$ cat config.mk
export PLATFORM = sky130hd
export DESIGN_NAME = fp32_to_int_seq
export DESIGN_NICKNAME = d
export VERILOG_FILES = /design/src/rtl/fp32_to_int_seq.sv
export SDC_FILE = /design/constraint.sdc
export NUM_CORES = 1
export LEC_CHECK = 0
export BUFFER_PORTS_ARGS = -buffer_cell sky130_fd_sc_hd__buf_4
export CORE_ASPECT_RATIO = 1.5
export CORE_MARGIN = 2
export CORE_UTILIZATION = 35
export DETAILED_ROUTE_END_ITERATION = 8
export SLEW_MARGIN = 5
export SYNTH_ARGS = -nofsm -noshare
export SYNTH_HDL_FRONTEND = slang
export SYNTH_SLANG_ARGS = --single-unit
$ cat constraint.sdc
create_clock -name clk -period 5.2 [get_ports clk]
set_input_delay 0.52 -clock clk [delete_from_list [all_inputs] [get_ports clk]]
set_output_delay 0.52 -clock clk [all_outputs]
set_load 0.005 [all_outputs]
$ cat src/rtl/fp32_to_int_seq.sv
// -----------------------------------------------------------------------------
// fp32_to_int_seq
//
// Multi-cycle IEEE-754 single precision to signed 32-bit integer converter,
// rounding toward zero (C cast semantics). Returns results from the FP
// datapath to the integer ALU. A single iterative 1-bit-per-cycle shifter
// aligns the significand, so only one operand is in flight at a time.
//
// Ports:
//   clk        rising-edge clock
//   rst        asynchronous, active-high reset
//   in_valid   in_data valid
//   in_ready   block can accept an operand (high only in IDLE)
//   in_data    IEEE-754 single operand
//   out_valid  out_data/out_flags valid
//   out_ready  consumer accepts result
//   out_data   signed two's-complement result
//   out_flags  {invalid, overflow, inexact}
// -----------------------------------------------------------------------------
module fp32_to_int_seq #(
  parameter int N = 32  // only 32 is supported
) (
  input  logic         clk,
  input  logic         rst,
  input  logic         in_valid,
  output logic         in_ready,
  input  logic [N-1:0] in_data,
  output logic         out_valid,
  input  logic         out_ready,
  output logic [N-1:0] out_data,
  output logic [2:0]   out_flags
);

  typedef enum logic [1:0] {IDLE, SHIFT, DONE} stateType;

  localparam logic [7:0] EXP_MAX      = 8'd255;
  localparam logic [7:0] EXP_INT_MIN  = 8'd158;  // 2^31: first unrepresentable magnitude
  localparam logic [7:0] EXP_ONE      = 8'd127;  // bias
  localparam logic [7:0] EXP_ALIGNED  = 8'd150;  // e = 23: fraction already integer-aligned

  localparam logic [31:0] INT_MAX = 32'h7FFF_FFFF;
  localparam logic [31:0] INT_MIN = 32'h8000_0000;

  stateType state, nextState;

  logic        signBit;
  logic        shiftLeft;
  logic        isSpecial;  // result was preset at accept; skip the negate/latch
  logic        sticky;
  logic [4:0]  count;
  logic [31:0] mag;

  // Operand fields
  logic        inSign;
  logic [7:0]  inExp;
  logic [22:0] inFrac;
  assign inSign = in_data[31];
  assign inExp  = in_data[30:23];
  assign inFrac = in_data[22:0];

  // Classification of the incoming operand
  logic        clsSpecial;
  logic [31:0] clsData;
  logic [2:0]  clsFlags;
  logic        clsLeft;
  logic [4:0]  clsCount;

  logic accept;
  assign in_ready = (state == IDLE);
  assign accept   = in_valid && in_ready;

  // ---------------------------------------------------------------------------
  // State register
  // ---------------------------------------------------------------------------
  // NOTE: sequential state uses non-blocking assignments so every register
  // samples pre-edge values, independent of process ordering.
  always_ff @(posedge clk or posedge rst) begin
    if (rst) state <= IDLE;
    else     state <= nextState;
  end

  // ---------------------------------------------------------------------------
  // Next-state logic
  // ---------------------------------------------------------------------------
  // NOTE: every combinational output gets a default first; a path that leaves
  // one unassigned would infer a latch.
  always_comb begin
    nextState = state;
    unique case (state)
      IDLE:    if (in_valid)      nextState = SHIFT;
      SHIFT:   if (count == 5'd0) nextState = DONE;
      DONE:    if (out_ready)     nextState = IDLE;
      default:                    nextState = IDLE;
    endcase
  end

  // ---------------------------------------------------------------------------
  // Operand classification (first match wins)
  // ---------------------------------------------------------------------------
  always_comb begin
    clsSpecial = 1'b1;
    clsData    = 32'd0;
    clsFlags   = 3'b000;
    clsLeft    = 1'b0;
    clsCount   = 5'd0;
    if (inExp == EXP_MAX && inFrac != 23'd0) begin
      clsData  = INT_MAX;                        // NaN
      clsFlags = 3'b100;
    end else if (inExp == EXP_MAX) begin
      clsData  = inSign ? INT_MIN : INT_MAX;     // +/-Inf
      clsFlags = 3'b010;
    end else if (inExp == EXP_INT_MIN && inSign && inFrac == 23'd0) begin
      clsData  = INT_MIN;                        // exactly -2^31 is representable
    end else if (inExp >= EXP_INT_MIN) begin
      clsData  = inSign ? INT_MIN : INT_MAX;     // out of range: saturate
      clsFlags = 3'b010;
    end else if (inExp < EXP_ONE) begin
      // |x| < 1 truncates to zero; only exact zeros are exact
      clsFlags = {2'b00, (inExp != 8'd0) || (inFrac != 23'd0)};
    end else begin
      clsSpecial = 1'b0;
      if (inExp > EXP_ALIGNED) begin
        clsLeft  = 1'b1;
        clsCount = 5'(inExp - EXP_ALIGNED);      // e - 23, at most 7
      end else begin
        clsCount = 5'(EXP_ALIGNED - inExp);      // 23 - e, zero when aligned
      end
    end
  end

  // ---------------------------------------------------------------------------
  // Datapath
  // ---------------------------------------------------------------------------
  always_ff @(posedge clk or posedge rst) begin
    if (rst) begin
      signBit   <= 1'b0;
      shiftLeft <= 1'b0;
      isSpecial <= 1'b0;
      sticky    <= 1'b0;
      count     <= 5'd0;
      mag       <= 32'd0;
      out_valid <= 1'b0;
      out_data  <= 32'd0;
      out_flags <= 3'b000;
    end else begin
      unique case (state)
        IDLE: begin
          if (accept) begin
            signBit   <= inSign;
            shiftLeft <= clsLeft;
            isSpecial <= clsSpecial;
            sticky    <= 1'b0;
            count     <= clsCount;
            mag       <= clsSpecial ? 32'd0 : {8'b0, 1'b1, inFrac};
            out_flags <= clsFlags;
            if (clsSpecial) out_data <= clsData;
          end
        end
        SHIFT: begin
          if (count != 5'd0) begin
            count <= count - 5'd1;
            if (shiftLeft) begin
              mag <= {mag[30:0], 1'b0};
            end else begin
              mag    <= {1'b0, mag[31:1]};
              sticky <= sticky | mag[0];
            end
          end else begin
            // Normal-path magnitude is below 2^31, so negation cannot overflow
            if (!isSpecial) out_data <= signBit ? (~mag + 32'd1) : mag;
            out_flags[0] <= out_flags[0] | sticky;
            out_valid    <= 1'b1;
          end
        end
        DONE: begin
          if (out_ready) out_valid <= 1'b0;
        end
        default: out_valid <= 1'b0;
      endcase
    end
  end

endmodule

# After elaboration in Yosys (flattened, before gate mapping)

Cells that the tools add are included.

Flip-flop bits (word level): 79
Bits of input ports: 36

Add/subtract/negate cells: 4
Order comparisons: 3
Equal/unequal tests: 13
Mux-type cells: 55
Bitwise logic cells: 4
Reduce and logical (&&, ||, !) cells: 19

Operators by type and width:

| cell                  | number |
|---|---|
| $mux 32               | 13 |
| $pmux 32 s2           | 2 |
| $mux 5                | 8 |
| $add 32x1->32 const B | 1 |
| $not 32->32           | 1 |
| $mux 24               | 1 |
| $logic_not 23->1      | 1 |
| $reduce_bool 23->1    | 1 |
| $mux 1                | 19 |
| $eq 8x8->1 const B    | 2 |
| $ne 2x2->1 const B    | 7 |
| $mux 2                | 6 |
| $reduce_and 3->1      | 4 |
| $pmux 5 s2            | 1 |
| $ge 8x8->1 const B    | 1 |
| $gt 8x8->1 const B    | 1 |
| $lt 8x7->1 const B    | 1 |
| $reduce_bool 8->1     | 1 |
| $pmux 2 s3            | 1 |
| $logic_not 5->1       | 1 |
| $reduce_and 5->1      | 1 |
| $reduce_bool 5->1     | 1 |
| $sub 5x1->5 const B   | 1 |
| $sub 5x5->5 const A   | 1 |
| other kinds (15)      | 21 |

# Depth between registers and ports, before layout

Gate-level depths: netlist (run 1).

Depth in word-level cells: 9
Gate-level depth with buffers: 10
Mapped depth without buffers: 7

# Worst setup path before layout (run 1)

OpenSTA, ideal clock, no wires.

Path type: flip-flop to flip-flop
From: register count[0]
To: register out_data[29]
Arrival: 2.120 ns
Required time: 5.072 ns
Setup slack: 2.952 ns
Stages on the path, launching flop included: 11
Path buffers: 3
Period minus slack after synthesis: 2.248 ns
Cells stage by stage: dfrtp_1 > inv_1 > ha_1 > or4b_1 > buf_2 > or3_1 > buf_2 > o21a_4 > a211oi_4 > buf_6 > a31oi_1

Word-level cells in the longest chain between the ends: 3

RTL lines:

| element                           | RTL line | RTL |
|---|---|---|
| start: declaration                | 50       | `logic [4:0] count;` |
| start signal: assignment          | 153      | `count <= clsCount;` |
| start signal: assignment          | 161      | `count <= count - 5'd1;` |
| $reduce_bool 5->1                 | 160      | `if (count != 5'd0) begin` |
| $ne 2x2->1 (no source line)       | n/a      |  |
| $reduce_and 5->1 (no source line) | n/a      |  |
| end signal: assignment            | 156      | `if (clsSpecial) out_data <= clsData;` |
| end signal: assignment            | 170      | `if (!isSpecial) out_data <= signBit ? (~mag + 32'd1) : mag;` |
| end: declaration                  | 30       | `output logic [N-1:0] out_data,` |

No other way between the ends.
A chain may end at the register's enable or synchronous reset.

# Worst setup path in the final report (run 1)

From: register count[0]
To: register out_data[28]

Same word-level chain as after synthesis.

==> impl_metrics.csv, run 1 <==
group,metric,value,unit
finish,num_antenna_cells,0,
timing,fin_crit,2.63,ns
timing,fin_crit_sh,0.507,
power,ir_worst_vdd,237,µV
die,pin_count,73,
clock_network,clockRootBuffer,"clkbuf_16",
yosys,yosys.area.top_type,"dfrtp_1",
global_routing,track_usage,0.193,
clock_network,ctsResizeCount,0,
die,die_h,154,µm
timing,finalSetupViolations,0,
placement,place_congestion,0.816,
route,avgViaCountPerCell,5.60,
clock_network,hold_buffers,0,
route,ant_nets,0,
timing,fin_ws,2.57,ns
setup_path,cp_max_fo,12,
finish,fin_area,6140,µm²
placement,place_area,5870,µm²
global_routing,gr-total-overflow,0,
yosys,synth_seq_area_share,0.377,
route,firstDrtPassIters,5,
yosys,syn_area_per_cell,8.26,µm²
clock_network,cts.sinks,79,
placement,pre_cts_slack,2.56,ns
power,p_per_area,626,nW/µm²
finish,drive_gt1_frac,0.165,
global_routing,grt_pass1_vias,4782,
timing,finClkSkew,0.00874,ns
clock_network,cts.path.max_buffers,2,
yosys,ys_ff_latch,79,
clock_network,cts_tree,"done",
yosys,synth_edf_count,0,
yosys,syn_area,5240,µm²
flow_run,drv_cap,0,
route,num_vias,4860,
timing,relSlewSlack,0.314,
timing,grt_setup_unrepaired,"no",
finish,fill_cells,1517,
setup_path,required,5.39,ns
die,fp.dieW,104,µm
clock_network,cts_setup_buffers,0,
finish,multiInputGateArea,2990,µm²
timing,slew_violations,0,
yosys,syn-num-nets,678,
yosys,synth_cells,635,
clock_network,cts-htree-levels,3,
die,die-area,16000,µm²
die,core-area,14600,µm²
yosys,yosysMostFrequentCell,"nor2_1",
finish,syn_to_final_growth,17.1,%
finish,fin_nets,711,
hold_path,min_path_type,"input port to flip-flop",
timing,whs,0.464,ns
yosys,synthDistinctLibCells,60,
route,drtIter0Drc,253,
route,drcViolationCount,0,
timing,worst-slew-pin-transition,1.03,ns
route,routed_wl,15000,µm
yosys,synth_common_cells,"nor2_1 (103), dfrtp_1 (79), nand2_1 (56)",
clock_network,cts_inserted_buffers,9,
timing,final.setup.tns,0,ns
die,rows,54,
power,p_leak,2.47,nW
global_routing,antenna_found_initial,0,
timing,maxClockFrequency,0.380,GHz
clock_network,clkLatencyLatePin,0.33,ns
clock_network,path_clk_slew,0.06,ns
timing,hold_violations,0,
setup_path,cp-end-kind,"flip-flop",
placement,dp_hpwl,10800,µm
yosys,yosysWarnings,0,
yosys,synth_top_cell_area_share,0.377,
setup_path,cp-start-kind,"flip-flop",
status,outcome,"completed",
yosys,ys.flop_type,"dfrtp_1",
global_routing,grt_max_degree,80,
global_routing,grt_pass1_wl,25200,µm
yosys,synthArstFlopShare,1.00,
setup_path,arrival,2.82,ns
placement,io_buffers,72,
yosys,synthTopCellsByArea,"dfrtp_1 (38%), mux2i_1 (7.6%), nor2_1 (7.4%)",
setup_path,criticalPathCategory,"flip-flop to flip-flop",
route,wl_per_cell,17.3,µm
finish,ff_latch_area,1980,µm²
die,initial_core_util,0.359,
## final cells by class
cell class,count,area share
Clock inverter,1,0.00489
Sequential cell,79,0.322
Inverter,12,0.00733
Timing Repair Buffer,81,0.0990
Multi-Input combinational cell,485,0.487
Clock buffer,14,0.0397
Tap cell,196,0.0399
## through the flow
step,utilization,instances,power [mW]
detailed placement,0.402,853,3.25
floorplan,-,635,2.64
CTS,0.421,868,3.86
global route,0.421,868,4.20
global placement,0.402,853,3.20
finish,0.421,868,3.84
## worst paths after layout
check | startpoint | endpoint | slack, ns | depth (start not counted)
min reg2reg | isSpecial$_DFFE_PP0P_ | isSpecial$_DFFE_PP0P_ | 0.48 | 2
max | count[0]$_DFFE_PP0P_ | out_data[28]$_DFFE_PP0P_ | 2.57 | 7
max in group asynchronous | rst | mag[2]$_DFFE_PP0P_ | 4.02 | 3
min in group asynchronous | rst | out_data[26]$_DFFE_PP0P_ | 0.51 | 3
max reg2reg | count[0]$_DFFE_PP0P_ | out_data[28]$_DFFE_PP0P_ | 2.57 | 7
min | out_ready | out_valid$_DFFE_PP0P_ | 0.46 | 4
## cells by family after synthesis
| logic type | share of synthesized area |
|---|---|
| buffers and inverters | 0.0570 |
| DFF | 0.377 |
| and+or+nand+nor | 0.232 |
| adders and majority gates | 0.0167 |
| AOI/OAI and AO/OA | 0.206 |
| xor gates and xnor gates | 0.0284 |
| muxes | 0.0828 |
## routing by layer
| layer | track usage | wire (µm) | up-vias |
|---|---|---|---|
| met5 | 0 | 0 | - |
| met3 | 0.0356 | 615 | 23 |
| met1 | 0.253 | 6770 | 2328 |
| li1 | - | - | 2365 |
| met2 | 0.316 | 7290 | 144 |
| met4 | 0.0734 | 354 | 0 |
## registers in the layout, summed over array words and instances, names as in the netlist
name,cells
sticky,1
signBit,1
count,5
state,2
mag,32
out_data,32
out_flags,3
shiftLeft,1
isSpecial,1
out_valid,1
## cells in the final DEF, fill, tap and decap left out, drive strengths merged, types with 18 or more instances in the layout
cell type / Yosys / routed
nor2: 103 / 103
buf: 21 / 81
dfrtp: 79 / 79
nand2: 56 / 56
a21oi: 45 / 45
a31oi: 41 / 41
mux2i: 40 / 40
o21ai: 23 / 23
nor3: 18 / 18
## critical path, cell delays in order, from the launching register on
cell,delay (ns)
dfrtp_1,0.37
inv_1,0.12
ha_1,0.16
or4b_1,0.56
or3_1,0.47
o21a_4,0.21
a211oi_4,0.43
a31oi_1,0.16
## power breakdown
group	switching, mW	internal, mW
Clock	0.233	0.370
Sequential	0.379	0.894
Combinational	1.13	0.839
No activity file was read; power rests on OpenSTA's default activity.
==> run 2, diff against run 1 <==
Clock period 5.2 ns to 2.38 ns, I/O delays scaled along.
==> run 2 against run 1 <==
- the run now ends with negative hold slack left
- total power grew 130%
- first-iteration DRC count increased by 48%
- worst setup slack worse by 2.5 ns
- via count is 1.9% higher
- maximum frequency rose by 16%
- count of clock-buffer cells in the layout fell by 3
- register-to-register slack worse by 2.5 ns
- die area unchanged
- flip-flop and latch count did not move
- non-clock buffer count increased by 29
- clock skew decreased by 0.0022 ns
- cell area is 4.9% higher
- critical path type unchanged
- critical endpoint is now out_data[30]$_DFFE_PP0P_
- largest cell class unchanged
- largest power group unchanged
==> impl_metrics.csv, run 2 (synthesis gave the netlist of run 1 again) <==
group,metric,value,unit
clock_network,cts_tree,"done",
finish,final_cell_mix,"buf_4 (104), nor2_1 (103), dfrtp_1 (79)",
route,routed_wl,15200,µm
global_routing,antenna_found_initial,0,
global_routing,gr-total-overflow,0,
power,ir_worst_vdd,699,µV
setup_path,worstRegToRegCells,8,
timing,hold_violations,7,
timing,finalSetupViolations,0,
setup_path,critical_path.startpoint,"count[1]$_DFFE_PP0P_",
placement,place_congestion,0.842,
timing,fin_ws,0.110,ns
power,power,8.88,mW
clock_network,cts-htree-levels,3,
route,ant_nets,0,
route,drcViolationCount,0,
setup_path,cp-start-kind,"flip-flop",
setup_path,required,2.60,ns
clock_network,path_clk_slew,0.06,ns
setup_path,cp_max_fo,12,
clock_network,cts.sinks,79,
timing,grt_setup_unrepaired,"no",
timing,finClkSkew,0.00658,ns
placement,pre_cts_slack,0.0700,ns
status,outcome,"complete, but fails checks",
timing,slew_violations,0,
clock_network,clkLatencyLatePin,0.34,ns
route,avgViaCountPerCell,5.52,
global_routing,grt_pass1_wl,25200,µm
timing,fin_crit,2.27,ns
timing,relSlewSlack,0.640,
finish,num_antenna_cells,0,
route,num_vias,4952,
die,initial_core_util,0.359,
global_routing,track_usage,0.194,
die,die-area,16000,µm²
setup_path,criticalPathCategory,"flip-flop to flip-flop",
die,core-area,14600,µm²
die,die_h,154,µm
setup_path,reg2reg_setup_slack,0.11,ns
finish,postLayoutCoreUtil,0.442,
die,fp.dieW,104,µm
finish,fin_nets,740,
route,drtIter0Drc,374,
timing,whs,-0.0173,ns
setup_path,r2r_start,"count[1]$_DFFE_PP0P_",
power,p_per_area,1380,nW/µm²
clock_network,cts.path.max_buffers,2,
timing,fin_crit_sh,0.954,
die,pin_count,73,
status,violations,"negative hold slack",
power,p_leak,2.64,nW
setup_path,cp-end-kind,"flip-flop",
flow_run,drv_cap,0,
placement,io_buffers,72,
finish,drive_gt1_frac,0.205,
route,firstDrtPassIters,5,
global_routing,grt_pass1_vias,4815,
setup_path,crit_end,"out_data[30]$_DFFE_PP0P_",
global_routing,grt_max_degree,80,
hold_path,min_path_type,"input port to asynchronous set/reset pin",
finish,reg_top3,"mag x32, out_data x32, count x5",
finish,syn_to_final_growth,22.9,%
die,rows,54,
route,wl_per_cell,17.0,µm
setup_path,arrival,2.49,ns
clock_network,cts_inserted_buffers,9,
placement,dp_hpwl,10900,µm
timing,final.setup.tns,0,ns
setup_path,reg2reg_to,"out_data[30]$_DFFE_PP0P_",
timing,worst-slew-pin-transition,0.540,ns
finish,final_common_cell,"buf_4",
timing,maxClockFrequency,0.441,GHz
clock_network,clockRootBuffer,"clkbuf_16",
## run 2: cell types whose count changed in the layout (fill, tap and decap cells not counted)
cell | previous run | this run
buf_4 | 81 | 104
buf_12 | 0 | 6
clkbuf_1 | 5 | 2
or4b_1 | 1 | 0
or4b_4 | 0 | 1
clkinvlp_4 | 0 | 1
clkinv_2 | 0 | 2
## run 2: layout make-up
cell class,count,area [µm²]
clock buffer,11,233
clock inverter,4,47.5
fill,1467,8150
inverter,12,45.0
multi-input combinational,485,3000
sequential,79,1980
tap,196,245
timing repair buffer,110,901
## run 2: timing repair
action | 4_1_cts | 5_1_grt
endpoints found under the setup margin | 0 | 13
resized for setup | 0 | 1
buffers inserted | 0 | 0
hold buffers | 0 | 0
## run 2: how the worst min path moves through the flow
stage / startpoint / endpoint / slack [ns] / cells after the start
floorplan: in_data[31] / signBit$_DFFE_PP0P_ / 0.35 / 2
global placement: rst / out_data[26]$_DFFE_PP0P_ / 0.37 / 3
detailed placement: rst / out_data[24]$_DFFE_PP0P_ / 0.38 / 3
CTS: rst / mag[26]$_DFFE_PP0P_ / 0.01 / 3
global route: rst / mag[28]$_DFFE_PP0P_ / 0.05 / 3
finish: rst / out_data[28]$_DFFE_PP0P_ / -0.02 / 3
## run 2: report_power, final
part           total [mW]  switching [mW]  internal [mW]  leakage [nW]
registers            2.52           0.561           1.95         0.961
logic                5.03            2.83           2.20          1.55
clock network        1.34           0.540          0.803         0.135
## run 2: critical path, cell delays in order, from the launching register on
cell      delay (ns)
dfrtp_1         0.37
inv_1           0.10
ha_1            0.14
or4b_4          0.49
or3_1           0.39
o21a_4          0.19
a211oi_4        0.21
buf_12          0.17
a31oi_1         0.08
## run 2: per-stage QoR
| stage | hold WS (ns) | instances | area (µm²) |
|---|---|---|---|
| after floorplan | 0.355 | 635 | 5240 |
| after global placement | 0.374 | 882 | 6160 |
| after detailed placement | 0.379 | 882 | 6160 |
| after CTS | 0.0149 | 897 | 6440 |
| after global routing | 0.0474 | 897 | 6440 |
| final | -0.0173 | 897 | 6440 |
## run 2: per-layer routing
| metal | track usage | vias up | part of all wire |
|---|---|---|---|
| met5 | 0 | - | 0 |
| met4 | 0.0740 | 0 | 0.026 |
| met2 | 0.309 | 167 | 0.47 |
| met1 | 0.265 | 2339 | 0.45 |
| li1 | - | 2419 | - |
| met3 | 0.0297 | 27 | 0.048 |
